`config.mk`:
```
export PLATFORM = sky130hd
export DESIGN_NAME = jk_cmd_gen_flat
export DESIGN_NICKNAME = d
export VERILOG_FILES = /design/src/rtl/jk_cmd_gen_if.sv /design/src/rtl/jk_cmd_gen.sv /design/src/flat_wrapper.sv
export SDC_FILE = /design/constraint.sdc
export NUM_CORES = 1
export LEC_CHECK = 0
export BUFFER_PORTS_ARGS = -buffer_cell sky130_fd_sc_hd__buf_2
export CORE_MARGIN = 4
export CORE_UTILIZATION = 43
export DETAILED_ROUTE_END_ITERATION = 16
export PLACE_DENSITY = 0.65
export SYNTH_ARGS = -nofsm -noshare
export SYNTH_HDL_FRONTEND = slang
export SYNTH_SLANG_ARGS = --single-unit
```
`constraint.sdc`:
```
create_clock -name clk -period 3.7 [get_ports clk]
set_input_delay 0.555 -clock clk [delete_from_list [all_inputs] [get_ports clk]]
set_output_delay 0.555 -clock clk [all_outputs]
set_load 0.02 [all_outputs]
```
`src/rtl/jk_cmd_gen_if.sv`:
```
// Handshake bundle between the target controller, jk_cmd_gen and the downstream JK bank.
// The master side issues targets and consumes commands; the slave side is jk_cmd_gen.
interface jk_cmd_gen_if #(
  parameter int WIDTH = 8
);
  logic             in_valid;
  logic             in_ready;
  logic [WIDTH-1:0] in_target;
  logic             out_valid;
  logic             out_ready;
  logic [WIDTH-1:0] out_j;
  logic [WIDTH-1:0] out_k;
  logic [WIDTH-1:0] q_obs;
  logic             mismatch;

  modport master (
    output in_valid, in_target, out_ready, q_obs,
    input  in_ready, out_valid, out_j, out_k, mismatch
  );

  modport slave (
    input  in_valid, in_target, out_ready, q_obs,
    output in_ready, out_valid, out_j, out_k, mismatch
  );
endinterface

```
`src/rtl/jk_cmd_gen.sv`:
```
// Converts a stream of target states into JK excitation commands using a shadow of the bank state.
// Define JK_CMD_CHECK_EN to compare the observed bank outputs against the applied targets.
module jk_cmd_gen #(
  parameter int               WIDTH   = 8,
  parameter logic [WIDTH-1:0] INIT    = '0,
  parameter int               DC_MODE = 0
) (
  input logic         clk,
  input logic         rst,
  jk_cmd_gen_if.slave bus
);

  logic [WIDTH-1:0] fifo_mem [2];
  logic             wr_ptr;
  logic             rd_ptr;
  logic [1:0]       count;
  logic [WIDTH-1:0] shadow;
  logic [WIDTH-1:0] head;
  logic             push;
  logic             load;
  logic             out_valid_r;
  logic [WIDTH-1:0] j_r;
  logic [WIDTH-1:0] k_r;
  logic [WIDTH-1:0] next_j;
  logic [WIDTH-1:0] next_k;

  assign bus.in_ready  = (count != 2'd2);
  assign push          = bus.in_valid && bus.in_ready;
  assign load          = (count != 2'd0) && (!out_valid_r || bus.out_ready);
  assign head          = fifo_mem[rd_ptr];
  assign bus.out_valid = out_valid_r;
  assign bus.out_j     = j_r;
  assign bus.out_k     = k_r;

  // Hold mode leaves the unused input of each flop at 0; explicit mode always drives set or reset.
  always_comb begin
    next_j = '0;
    next_k = '0;
    if (DC_MODE == 0) begin
      next_j = ~shadow & head;
      next_k = shadow & ~head;
    end else begin
      next_j = head;
      next_k = ~head;
    end
  end

  always_ff @(posedge clk) begin
    if (push) begin
      fifo_mem[wr_ptr] <= bus.in_target;
    end
  end

  always_ff @(posedge clk) begin
    if (rst) begin
      wr_ptr      <= 1'b0;
      rd_ptr      <= 1'b0;
      count       <= 2'd0;
      shadow      <= INIT;
      out_valid_r <= 1'b0;
      j_r         <= '0;
      k_r         <= '0;
    end else begin
      if (push) begin
        wr_ptr <= ~wr_ptr;
      end
      if (load) begin
        rd_ptr <= ~rd_ptr;
      end
      case ({push, load})
        2'b10:   count <= count + 2'd1;
        2'b01:   count <= count - 2'd1;
        default: count <= count;
      endcase
      // Shadow advances at load time so the next queued target is judged against this one.
      if (load) begin
        out_valid_r <= 1'b1;
        j_r         <= next_j;
        k_r         <= next_k;
        shadow      <= head;
      end else if (bus.out_ready) begin
        out_valid_r <= 1'b0;
      end
    end
  end

`ifdef JK_CMD_CHECK_EN
  logic [WIDTH-1:0] out_target_r;
  logic [WIDTH-1:0] applied;
  logic             started;
  logic             mismatch_r;

  always_ff @(posedge clk) begin
    if (rst) begin
      out_target_r <= INIT;
      applied      <= INIT;
      started      <= 1'b0;
      mismatch_r   <= 1'b0;
    end else begin
      if (load) begin
        out_target_r <= head;
      end
      if (started && (bus.q_obs != applied)) begin
        mismatch_r <= 1'b1;
      end
      if (out_valid_r && bus.out_ready) begin
        applied <= out_target_r;
        started <= 1'b1;
      end
    end
  end

  assign bus.mismatch = mismatch_r;
`else
  logic unused_q_obs;
  assign unused_q_obs = ^bus.q_obs;
  assign bus.mismatch = 1'b0;
`endif

endmodule

```
`src/flat_wrapper.sv`:
```
// flat-port wrapper written by rule: the top's interface ports become plain ports
module jk_cmd_gen_flat 
#(
  parameter int               WIDTH   = 8,
  parameter logic [WIDTH-1:0] INIT    = '0,
  parameter int               DC_MODE = 0
)
  (clk, rst, bus_in_valid, bus_in_target, bus_out_ready, bus_q_obs, bus_in_ready, bus_out_valid, bus_out_j, bus_out_k, bus_mismatch);
  jk_cmd_gen_if #(.WIDTH(WIDTH)) bus_i ();
  input logic clk;
  input logic rst;
  input wire logic [$bits(bus_i.in_valid)-1:0] bus_in_valid;
  input wire logic [$bits(bus_i.in_target)-1:0] bus_in_target;
  input wire logic [$bits(bus_i.out_ready)-1:0] bus_out_ready;
  input wire logic [$bits(bus_i.q_obs)-1:0] bus_q_obs;
  output wire logic [$bits(bus_i.in_ready)-1:0] bus_in_ready;
  output wire logic [$bits(bus_i.out_valid)-1:0] bus_out_valid;
  output wire logic [$bits(bus_i.out_j)-1:0] bus_out_j;
  output wire logic [$bits(bus_i.out_k)-1:0] bus_out_k;
  output wire logic [$bits(bus_i.mismatch)-1:0] bus_mismatch;
  assign bus_i.in_valid = bus_in_valid;
  assign bus_i.in_target = bus_in_target;
  assign bus_i.out_ready = bus_out_ready;
  assign bus_i.q_obs = bus_q_obs;
  assign bus_in_ready = bus_i.in_ready;
  assign bus_out_valid = bus_i.out_valid;
  assign bus_out_j = bus_i.out_j;
  assign bus_out_k = bus_i.out_k;
  assign bus_mismatch = bus_i.mismatch;
  jk_cmd_gen #(.WIDTH(WIDTH), .INIT(INIT), .DC_MODE(DC_MODE)) u_core (.clk(clk), .rst(rst), .bus(bus_i));
endmodule
```
==> run summary, run 1 <==
The detailed-route wire length per cell is 13.5 um. Setup repair after global routing left no endpoint under its margin. The number of antenna violations at the first check in global routing was 0.

The destination of the worst register-to-register timing path is u_core.count[1]. Clock-pin slew was measured on the worst setup and hold paths at 0.07 ns. The number of nets in the layout came out at ~200.

The worst setup path is captured at a register. The core area is 4030 um^2. Data arrives at the worst endpoint at 2.27 ns. The startpoint identified for the worst hold timing path is bus_in_target[0]. The launch point of the worst reg-to-reg path is u_core.count[0]. Setup violations remaining at the end of the flow were counted as 0. The critical path goes through nor2_1, buf_4, nor2_2, ha_1, or3_1, a21oi_1. Input and output buffers added on the ports amount to 29. The length of the first detailed-routing pass in iterations is 4. The final number of max-transition violations is 0. Dividing total power by cell area gives a power density of 716 nW/um^2. For this block, the routed nets add up to 3140 um of wire.

The clock latency on the worst-skew pair is around 0.29 ns. Post-CTS repair changed the size of 0 cells. The last weighted congestion value of the routability-driven placer came out at 0.724. After the first detailed-routing iteration, the DRC count stood at 140. The final period demand of the worst path came out at 2.05 ns.

The layout cell share with drive strength beyond 1 came out at 25.3%. Sequential cells were found to cover between 60% and 70% of the synthesized design area. The number of cells on the critical path came out at 6. The number of unique standard cell types used by synthesis is 29.

The number of cells on the worst reg-to-reg path is 6. The total of fill cells in the finished design came out at 377. The maximum cell stage delay along the critical path came out at approximately 0.42 ns.

The horizontal die dimension came out at 72.7 um. The buffers plus inverters on the worst setup path came out at 1. The cell row count came out at 23. The vertical die dimension came out at 72.7 um.

The clock buffer count from CTS came out at 5. TritonCTS built the clock tree. The HPWL reported at the end of detailed placement came out at 2180 um. The worst setup path is launched from a register. The total negative slack for setup checks is 0 ns. The worst-case hold path end point is u_core.fifo_mem[1][0]. The actual slew at the worst max-slew pin is roughly 0.59 ns. The total power of the final layout is 1.47 mW.

The wire length of the first global-routing pass is 5260 um. The clock sink count came out at 46. The level count of the clock H-tree came out at 2.

The area growth from synthesis to layout came out at 13.7%. The period utilization came out at 55.5%. The maximum clock insertion buffer count is 2. The full die area came out at roughly 5300 um^2. The total global routing overflow is 0. During I/O placement, the number of pins put on the boundary was 39.

The antenna cell count came out at 0. The headroom to the max-slew limit came out at 60.6%. The number of vias per cell is roughly 5.3. The number of register bits inferred by synthesis is 46. The largest net degree at the start of global routing came out at 39. The register-to-register setup slack is 1.65 ns. The cell area after synthesis came out at 1800 um^2. The overall via count from detail_route came out at 1,237.

The post-cts hold buffer count came out at 0. The largest individual stage delay along the critical path comes from the cell dfxtp_1. The setup path with the least slack is of type reg -> reg. The gate count of the mapped netlist came out at 155. The number of routed nets with antenna violations is 0. The tree is rooted in a clkbuf_8. The post-synthesis area per instance is 11.6 um^2. Of all nets on the critical path, the largest fanout is 28. VDD sags by at most 0.347 mV.

The achievable frequency came out at between 400 and 500 MHz. The leakage power is 0.771 nW. For the worst setup path, the data required time is slightly below 4 ns.

The residual DRC count is 0. The max-cap violation count is 0. The category of cells accounting for the largest share of critical-path delay is simple AND/OR/NAND/NOR gates.

Global routing used between 10% and 20% of the available tracks. The depth of the worst hold-timing path is 1. The total setup buffers inserted after CTS came out at 0. The via count of the first global-routing pass came out at 1,124. The initial utilization of the core area, before any placement, comes to 44.7%. The number of hold violations in the final report came out at 0. The run finished with clean final reports. The class of the tightest hold or removal check is in -> reg. The Yosys step of the flow raised 0 warnings.

The net count after synthesis came out at ~180. Clock skew on the completed layout was measured at 0.00444 ns.
==> cell type report <==
cell class	instances	area (um^2)	share of cell area (%)
Sequential cell	46	1080	52.8
Inverter	1	3.75	0.183
Timing Repair Buffer	31	160	7.82
Multi-Input combinational cell	96	661	32.3
Clock buffer	8	80.1	3.91
Tap cell	50	62.6	3.05
==> synthesized netlist by cell type (all sizes together) <==
cell type	count	area share [%]
a21bo	1	0.56
a21oi	21	5.8
edfxtp	16	27
clkbuf	9	1.9
conb	1	0.21
nand3	7	1.9
nand4	1	0.35
or2	1	0.35
xor2	1	0.49
inv	1	0.21
mux2i	1	0.56
nand2b	10	3.5
or3	3	1.0
ha	1	0.69
buf	3	1.2
nor2b	1	0.35
xnor2	1	0.49
mux2	7	5.8
dfxtp	30	33
and3	1	0.35
o32ai	8	3.9
nand3b	1	0.42
o21ai	18	5.0
nor2	3	0.76
or4b	7	3.9
nand2	1	0.21
==> power by group <==
part	switching (mW)	total, mW	leakage, nW	internal (mW)
sequential	0.0710	0.706	0.395	0.635
clock	0.147	0.281	0.0395	0.134
combinational	0.284	0.479	0.336	0.195
total	0.502	1.47	0.771	0.965
==> layer usage <==
layer,track usage (%),vias to the layer above,part of all wire (%)
met3,5.23,4,6.3
met2,19.0,33,47
met4,4.30,0,1.1
met5,0,-,0
met1,17.6,574,46
li1,-,626,-
==> per-stage QoR <==
step / setup WS (ns) / hold WS [ns] / area, um^2 / cells / util, %
floorplan: 1.61 / 0.442 / 1800 / 155 / -
global placement: 1.55 / 0.453 / 1970 / 224 / 48.9
detailed placement: 1.45 / 0.461 / 1970 / 224 / 48.9
CTS: 1.65 / 0.440 / 2050 / 232 / 50.8
global route: 1.49 / 0.434 / 2050 / 232 / 50.8
finish: 1.65 / 0.452 / 2050 / 232 / 50.8
==> layout by cell type, fill, tap and decap left out, drive strengths merged <==
| cell | Yosys | layout |
|---|---|---|
| a21bo | 1 | 1 |
| a21oi | 21 | 21 |
| and3 | 1 | 1 |
| buf | 3 | 31 |
| clkbuf | 9 | 8 |
| conb | 1 | 1 |
| dfxtp | 30 | 30 |
| edfxtp | 16 | 16 |
| ha | 1 | 1 |
| inv | 1 | 1 |
| mux2 | 7 | 7 |
| mux2i | 1 | 1 |
| nand2 | 1 | 1 |
| nand2b | 10 | 10 |
| nand3 | 7 | 7 |
| nand3b | 1 | 1 |
| nand4 | 1 | 1 |
| nor2 | 3 | 3 |
| nor2b | 1 | 1 |
| o21ai | 18 | 18 |
| o32ai | 8 | 8 |
| or2 | 1 | 1 |
| or3 | 3 | 3 |
| or4b | 7 | 7 |
| xnor2 | 1 | 1 |
| xor2 | 1 | 1 |
==> state kept, by name, summed over array words and instances, names as in the netlist, named ones only <==
register,cells
u_core.fifo_mem,16
u_core.wr_ptr,1
u_core.count,2
u_core.shadow,8
u_core.bus.out_valid,1
u_core.bus.out_k,8
u_core.bus.out_j,8
u_core.rd_ptr,1
==> kinds of logic after synthesis <==
group | Yosys count | share of synthesized area (%)
compound gates | 48 | 15.3
flops | 46 | 60.0
simple gates | 36 | 13.1
buf+inv | 13 | 3.33
mux | 8 | 6.39
xor+xnor | 2 | 0.972
fa+ha+maj | 1 | 0.694
other cells | 1 | 0.208
==> how the worst max path moves through the flow <==
| stage | start | end | slack, ns |
|---|---|---|---|
| floorplan | bus_out_ready | u_core.count[1] | 1.61 |
| global placement | bus_out_ready | u_core.count[1] | 1.55 |
| detailed placement | bus_out_ready | u_core.count[1] | 1.45 |
| CTS | u_core.count[0] | u_core.count[1] | 1.65 |
| global route | u_core.count[0] | u_core.count[1] | 1.49 |
| finish | u_core.count[0] | u_core.count[1] | 1.65 |
Note: power is estimated with default switching activity, not from simulation.
==> run 2: changes to the inputs <==
--- a/config.mk
+++ b/config.mk
@@ -5,11 +5,12 @@
 export SDC_FILE = /design/constraint.sdc
 export NUM_CORES = 1
 export LEC_CHECK = 0
+export ABC_AREA = 1
 export BUFFER_PORTS_ARGS = -buffer_cell sky130_fd_sc_hd__buf_2
 export CORE_MARGIN = 4
 export CORE_UTILIZATION = 43
 export DETAILED_ROUTE_END_ITERATION = 16
-export PLACE_DENSITY = 0.65
+export PLACE_DENSITY = 0.68
 export SYNTH_ARGS = -nofsm -noshare
 export SYNTH_HDL_FRONTEND = slang
 export SYNTH_SLANG_ARGS = --single-unit
==> constraint.sdc (replaced) <==
create_clock -name clk -period 1.82 [get_ports clk]
set_input_delay 0.273 -clock clk [delete_from_list [all_inputs] [get_ports clk]]
set_output_delay 0.273 -clock clk [all_outputs]
set_load 0.02 [all_outputs]
==> run 2 against run 1 <==
Maximum frequency is 40% higher. Critical path depth is 1 higher. Clock-buffer cell count stayed put. Sequential power is 110% higher. Sequential share of layout area is 0.26 points lower. Largest power group unchanged. Global-route usage is 1.0 points lower. Via count is 7.0% higher.
==> run summary, run 2 <==
The total of fill cells in the finished design is 389 (+3.2%). The final number of max-transition violations is 0 (unchanged). The share of the synthesized area in the top cell type came to 33.8% (+0.45 points). The required time of the critical path came out at 2.01 ns (-1.90 ns). The achievable frequency is 682 MHz (+40%). The number of register bits inferred by synthesis came to 46 (unchanged). In this run the critical register-to-register path is launched from u_core.count[0]. The number of I/O port buffers is 29 (unchanged). The final hold slack is 0.171 ns (-0.280 ns). The tree is rooted in a clkbuf_8.

The flip-flop count of the largest register, all copies and words added came to 16 (unchanged). The register-to-register setup slack is 0.35 ns (-1.29 ns). The boundary pin count came out at 39 (unchanged). The layout cell share with drive strength beyond 1 came to 18.2% (-7.1 points). The leakage power is 0.892 nW (+16%). The vertical die dimension is 72.3 um (-0.59%). The highest-delay cell along the critical path is dfxtp_1.

The HPWL reported at the end of detailed placement was 2080 um (-4.7%). Setup repair after global routing left no endpoint under its margin. The area after detailed placement came out at 1980 um^2 (+0.51%).

The max-cap violation count is 0 (unchanged). The post-layout instance area is 2060 um^2 (+0.49%). The commonest cells after synthesis are nand2_1, dfxtp_1, a21oi_1. The full die area came out at 5230 um^2 (-1.2%).

The initial core utilization is 44.4% (-0.27 points). The horizontal die dimension came to 72.3 um (-0.59%). The share of the yosys chip area belonging to registers came out at 60.8% (+0.80 points).

The number of routed nets with antenna violations is 0 (unchanged). The total negative slack for setup checks came out at 0 ns (unchanged). Yosys instantiated no cell more often than nand2_1.

The clock transition at the registers of the reported paths is 0.08 ns (about the same). The path depth of the worst reg2reg path is 7 (+1). The total wire length after detailed routing came out at 2980 um (-5.1%). The last weighted congestion value of the routability-driven placer is 0.690 (-4.7%). The worst hold path terminates at u_core.fifo_mem[0][1]. The number of warnings issued by yosys is 0 (unchanged).

The via count of the first global-routing pass came out at 1,113 (-0.98%). The maximum cell stage delay along the critical path was 0.40 ns (-0.02 ns). The first-iteration detailed-routing DRC count is 121 (-14%). The final standard cell utilization of the core was 51.5% (+0.62 points). The cell area after synthesis is 1780 um^2 (-1.3%).

Among all flip-flop cells after synthesis, the most frequent one is dfxtp_1. The CTS tree is done. The clock buffer count from CTS is 5 (unchanged). The number of antenna violations at the first check in global routing is 0 (unchanged). The cell row count came out at 23 (unchanged).

The worst hold path belongs to the class in -> reg. The clock latency on the worst-skew pair came to 0.29 ns (about the same). The cell count after placement is 278 (+24%). The number of vias per cell is 4.63 (-13%). The residual DRC count came out at 0 (unchanged). The post-cts hold buffer count came out at 0 (unchanged). The depth of the worst hold-timing path is 1 (unchanged). The post-synthesis area per instance came to 8.76 um^2 (-25%). The maximum clock insertion buffer count is 2 (unchanged). The flow ran to the end, and the final reports show no timing, DRC or antenna violations. The number of synthesized flops with an enable pin came to 16 (unchanged). The core area is 4000 um^2 (-0.71%). The final period demand of the worst path is 1.47 ns (-0.587 ns).

The level count of the clock H-tree is 2 (unchanged). The total setup buffers inserted after CTS was 0 (unchanged). The post-placement setup slack came out at 0.378 ns (-1.08 ns). The detailed-route wire length per cell is 10.4 um (-23%). The biggest area contributor in the post-synthesis netlist is dfxtp_1.

The smallest setup slack after layout is 0.353 ns (-1.29 ns). The setup-violating endpoint count in the final report is 0 (unchanged). The worst clock skew on the final layout came out at 0.00761 ns (+0.00317 ns).

The net count after synthesis came to 224 (+27%). The setup path with the least slack is of type reg -> reg. The power density over the cells is 1590 nW/um^2 (+120%).

The total global routing overflow is 0 (unchanged). The kind of end point of the critical path is a register. The number of nets in the layout is 256 (+27%). The area growth from synthesis to layout is 15.8%. The proportion of synthesized flip-flops having asynchronous set or reset was 0% (unchanged). The count of cells resized by post-cts repair came to 0 (unchanged).

The peak fanout along the critical path is 5 (-82%). The largest net degree at the start of global routing came out at 29 (-26%). The launch point of the worst hold path is bus_in_target[1].

Leaving out fill and tap cells, the most frequent cell in the layout is nand2_1. The cell that appears most often on the critical path is nand2_1. The top register by number of flip-flops is u_core.fifo_mem. The number of unique standard cell types used by synthesis is 20 (-31%).

The overall via count from detail_route is 1,324 (+7.0%). The largest voltage drop on the vdd net is 0.691 mV (+99%). The worst setup path is launched from a register. The number of non-filler instances in the completed layout is 286 (+23%). In the post-synthesis netlist, the biggest area contributors are dfxtp_1, edfxtp_1, nand2_1. The total power of the final layout is 3.28 mW (+120%). In the layout the commonest cells are nand2_1, dfxtp_1, buf_2. The critical path goes through inv_1, nand2_1, nand2_1, ha_1, or2_2, a21oi_1, nor2_1. The wire length of the first global-routing pass is 4830 um (-8.1%).

The number of hold violations in the final report is 0 (unchanged). The arrival time at the worst endpoint is 1.65 ns (-0.62 ns). The period utilization is 80.6% (+25 points). The endpoint identified for the worst register-to-register timing path is u_core.count[1]. The overall track demand over capacity in global routing came out at 12.0% (-1.0 points). The antenna cell count came out at 0 (unchanged). The clock sink count is 46 (unchanged).

The length of the first detailed-routing pass in iterations came out at 4 (unchanged). The gate count of the mapped netlist came out at 203 (+31%). The critical path starts at u_core.count[0].
run 2: changes by cell type in the layout (fill, tap and decap cells not counted), moves of 2 or more:
cell and change:
a21oi_1 +3, buf_4 +2, inv_1 +20, mux2_4 -7, nand2_1 +62, nand2b_1 -10, nand3_1 +2, nor2_1 +12
o21ai_0 -9, o32ai_1 -8, or3_1 -3, or4b_1 -7
run 2: final cells by class:
cell class / instances / area (um^2) / area share, %
flip-flops and latches: 46 / 1080 / 52.5
multi-input cells: 127 / 561 / 27.2
repair buffers: 34 / 195 / 9.48
clock buffers: 8 / 80.1 / 3.89
inverters: 21 / 78.8 / 3.83
well taps: 50 / 62.6 / 3.04
run 2: worst max path at each step:
stage | to | slack [ns] | depth (start not counted)
floorplan | u_core.count[1] | 0.13 | 9
global placement | u_core.count[1] | 0.40 | 7
detailed placement | u_core.count[1] | 0.38 | 7
CTS | u_core.count[1] | 0.36 | 7
global route | u_core.count[1] | 0.26 | 8
finish | u_core.count[1] | 0.35 | 7
run 2: kinds of logic after synthesis:
logic type | after synthesis | synth area share (%)
AND/OR/NAND/NOR | 90 | 20.3
flip-flops | 46 | 60.8
AO/OA/AOI/OAI | 34 | 9.78
buffers and inverters | 30 | 7.67
XOR/XNOR | 1 | 0.493
adder cells (fa/ha/maj) | 1 | 0.704
other | 1 | 0.211
run 2: worst max-delay path: cells and delay by family (launching register included):
| family | cells | cell delay (ns) |
|---|---|---|
| and+or+nand+nor | 4 | 0.54 |
| DFF | 1 | 0.40 |
| adders and majority gates | 1 | 0.20 |
| AOI/OAI and AO/OA | 1 | 0.15 |
| buffers and inverters | 1 | 0.08 |
run 2: metal layers:
metal | GRT usage (%) | up-vias | share of wire, %
met2 | 19.4 | 21 | 45
met4 | 6.26 | 0 | 1.6
met3 | 3.32 | 5 | 3.9
met5 | 0 | - | 0
met1 | 14.6 | 590 | 49
li1 | - | 708 | -
run 2: report_power, final:
part | internal [mW] | total, mW | switching [mW]
sequential | 1.33 | 1.48 | 0.144
clock | 0.273 | 0.568 | 0.296
combinational | 0.438 | 1.24 | 0.797
==> run 3: changes to the inputs <==
--- a/config.mk
+++ b/config.mk
@@ -5,12 +5,12 @@
 export SDC_FILE = /design/constraint.sdc
 export NUM_CORES = 1
 export LEC_CHECK = 0
-export ABC_AREA = 1
+export ABC_AREA = 0
 export BUFFER_PORTS_ARGS = -buffer_cell sky130_fd_sc_hd__buf_2
 export CORE_MARGIN = 4
 export CORE_UTILIZATION = 43
 export DETAILED_ROUTE_END_ITERATION = 16
-export PLACE_DENSITY = 0.68
+export PLACE_DENSITY = 0.65
 export SYNTH_ARGS = -nofsm -noshare
 export SYNTH_HDL_FRONTEND = slang
 export SYNTH_SLANG_ARGS = --single-unit
==> constraint.sdc (replaced) <==
create_clock -name clk -period 1.5 [get_ports clk]
set_input_delay 0.225 -clock clk [delete_from_list [all_inputs] [get_ports clk]]
set_output_delay 0.225 -clock clk [all_outputs]
set_load 0.02 [all_outputs]
==> run 3 against run 2 <==
Clock power is 49% higher. Global-route usage is 1.5 points higher. Critical path depth is 3 lower. Via count is 5.1% lower. Routed wire length is 12% higher. Clock skew is 0.0035 ns higher. Critical path type unchanged. Largest power group unchanged.
==> run summary, run 3 (synthesis results as in run 1) <==
The run finished with clean final reports. The post-placement setup slack came to -0.0104 ns (-0.388 ns). The power density over the cells came out at 1840 nW/um^2 (+16%). The area growth from synthesis to layout came out at 21.5%. The number of I/O port buffers came out at 29 (unchanged).

The peak fanout along the critical path came to 8 (+3). The clock sink count came out at 46 (unchanged). The max-cap violation count came to 0 (unchanged). The worst clock skew on the final layout came out at 0.0111 ns (+0.00350 ns).

The number of antenna violations at the first check in global routing was 0 (unchanged). The depth of the worst hold-timing path came out at 1 (unchanged). The capturing element of the worst setup path is u_core.bus.out_k[3]. The leakage power is 0.830 nW (-7.0%).

The top register by number of flip-flops is u_core.fifo_mem. The achievable frequency was 687 MHz (+0.77%). The largest net degree at the start of global routing is 33 (+14%).

The antenna cell count is 0 (unchanged). The total wire length after detailed routing is 3340 um (+12%). TritonCTS built the clock tree.

The path class of the tightest hold or removal check is in -> reg. The overall track demand over capacity in global routing is 13.5% (+1.5 points). The residual DRC count came out at 0 (unchanged). The number of routed nets with antenna violations is 0 (unchanged). The actual slew at the worst max-slew pin is 0.513 ns. The HPWL reported at the end of detailed placement came out at 2340 um (+13%).

The number of nets in the layout came out at 206 (-20%). The register-to-register setup slack is 0.04 ns (-0.31 ns). The endpoint identified for the worst register-to-register timing path is u_core.bus.out_k[3].

The initial core utilization was 44.7% (+0.27 points). The flip-flop count of the largest register, all copies and words added came out at 16 (unchanged). The boundary pin count is 39 (unchanged). The largest voltage drop on the vdd net came to 0.854 mV (+24%). The detailed-route wire length per cell came out at 14.1 um (+36%).

The core area came out at 4030 um^2 (+0.72%). The horizontal die dimension was 72.7 um (+0.59%). The length of the first detailed-routing pass in iterations is 4 (unchanged). The required time of the critical path is 1.73 ns (-0.28 ns).

The total setup buffers inserted after CTS came out at 0 (unchanged). The period utilization is 97.1% (+16 points). The vertical die dimension came out at 72.7 um (+0.59%). The level count of the clock H-tree came out at 2 (unchanged). The highest-delay cell along the critical path is or4b_1.

The number of hold violations in the final report is 0 (unchanged). The layout cell share with drive strength beyond 1 came to 34.4% (+16 points). Setup repair after global routing could not meet its margin everywhere. The smallest setup slack after layout is 0.0440 ns (-0.309 ns). The clock latency on the worst-skew pair came out at 0.30 ns (about the same). The setup-violating endpoint count in the final report came out at 0 (unchanged).

The worst setup path is captured at a register. The clock buffer count from CTS came out at 5 (unchanged). The first-iteration detailed-routing DRC count is 133 (+9.9%).

The overall via count from detail_route is 1,257 (-5.1%). The number of vias per cell is 5.33 (+15%). The wire length of the first global-routing pass is 5530 um (+14%). In the layout the commonest cells are buf_2, dfxtp_1, a21oi_1. The cell row count is 23 (unchanged). The commonest non-fill, non-tap cell in the layout is buf_2. The signal on the critical path passes through buf_12, mux2_4, or4b_1, a21oi_1. The final hold slack was 0.114 ns (-0.0575 ns). The clock transition at the registers of the reported paths came out at 0.09 ns (about the same). The worst setup path is of the reg -> reg kind.

The final number of max-transition violations is 0 (unchanged). The maximum cell stage delay along the critical path was 0.48 ns (+0.08 ns). The full die area is 5290 um^2 (+1.2%).

The worst setup path is launched from a register. The arrival time at the worst endpoint is 1.69 ns (+0.04 ns). The path depth of the worst reg2reg path came out at 4 (-3).

The total global routing overflow is 0 (unchanged). In this run the clock root is driven by a clkbuf_8. In this run the tightest slew margin relative to its limit is 65.8%.

The via count of the first global-routing pass is 1,186 (+6.6%). The maximum clock insertion buffer count is 2 (unchanged). The final period demand of the worst path was 1.46 ns (-0.0113 ns).

The last weighted congestion value of the routability-driven placer came out at 0.749 (+8.5%).
==> run 3: changes by cell type in the layout (fill, tap and decap cells not counted), sizes merged, moves of 4 or more <==
cell | previous run | this run
a21oi | 25 | 21
nor2 | 15 | 3
or4b | 0 | 7
nand2b | 0 | 10
o21ai | 9 | 18
mux2 | 0 | 7
o32ai | 0 | 8
nand2 | 63 | 1
inv | 21 | 2
==> run 3: where the power goes <==
part,internal (mW),switching [mW],leakage [nW]
combinational,0.656,0.784,0.376
sequential,1.58,0.163,0.397
clock,0.438,0.409,0.0569
total,2.68,1.36,0.830
==> run 3: how the worst min path moves through the flow <==
stage	startpoint	to	slack, ns
6_report	bus_in_target[3]	u_core.fifo_mem[0][3]	0.11
2_1_floorplan	bus_in_target[0]	u_core.fifo_mem[0][0]	0.32
3_5_place_dp	bus_in_target[3]	u_core.fifo_mem[0][3]	0.42
4_1_cts	bus_in_target[3]	u_core.fifo_mem[0][3]	0.10
3_3_place_gp	bus_in_target[2]	u_core.fifo_mem[0][2]	0.41
5_1_grt	bus_in_target[0]	u_core.fifo_mem[0][0]	0.1
==> run 3: metal layers <==
metal  vias to the layer above  wire (um)  GRT usage, %  share of wire [%]
met2                        33       1560          20.8                 47
li1                        633          -             -                  -
met4                         0         41          6.15                1.2
met5                         -          0             0                  0
met1                       586       1550          17.8                 46
met3                         5        187          3.44                5.6
==> run 3: what timing repair did <==
action | CTS | global route
setup endpoints to repair | 6 | 5
pin swaps | 0 | 4
gates resized for setup | 1 | 5
hold buffers | 0 | 0
==> run 3: cell type report <==
cell class | count | area (um^2)
well taps | 50 | 62.6
clock buffers | 7 | 98.8
flip-flops and latches | 46 | 1090
multi-input cells | 96 | 712
fillers | 353 | 1840
clock inverters | 1 | 6.26
repair buffers | 35 | 215
inverters | 1 | 3.75
==> run 3: metrics by stage <==
step	instances	area (um^2)	power, mW	utilization [%]	setup TNS (ns)
floorplan	155	1860	2.75	-	-0.0552
global placement	228	2060	3.14	51.2	0
detailed placement	228	2060	3.19	51.2	-0.0104
CTS	236	2170	4.04	53.9	0
global route	236	2190	4.26	54.3	-0.0138
finish	236	2190	4.03	54.3	0
==> run 3: worst max-delay path, delay by kind of cell (launching register included) <==
family,cells,cell delay (ns)
AO/OA/AOI/OAI,1,0.15
flip-flops,1,0.35
buffers and inverters,1,0.13
multiplexers,1,0.30
AND/OR/NAND/NOR,1,0.48
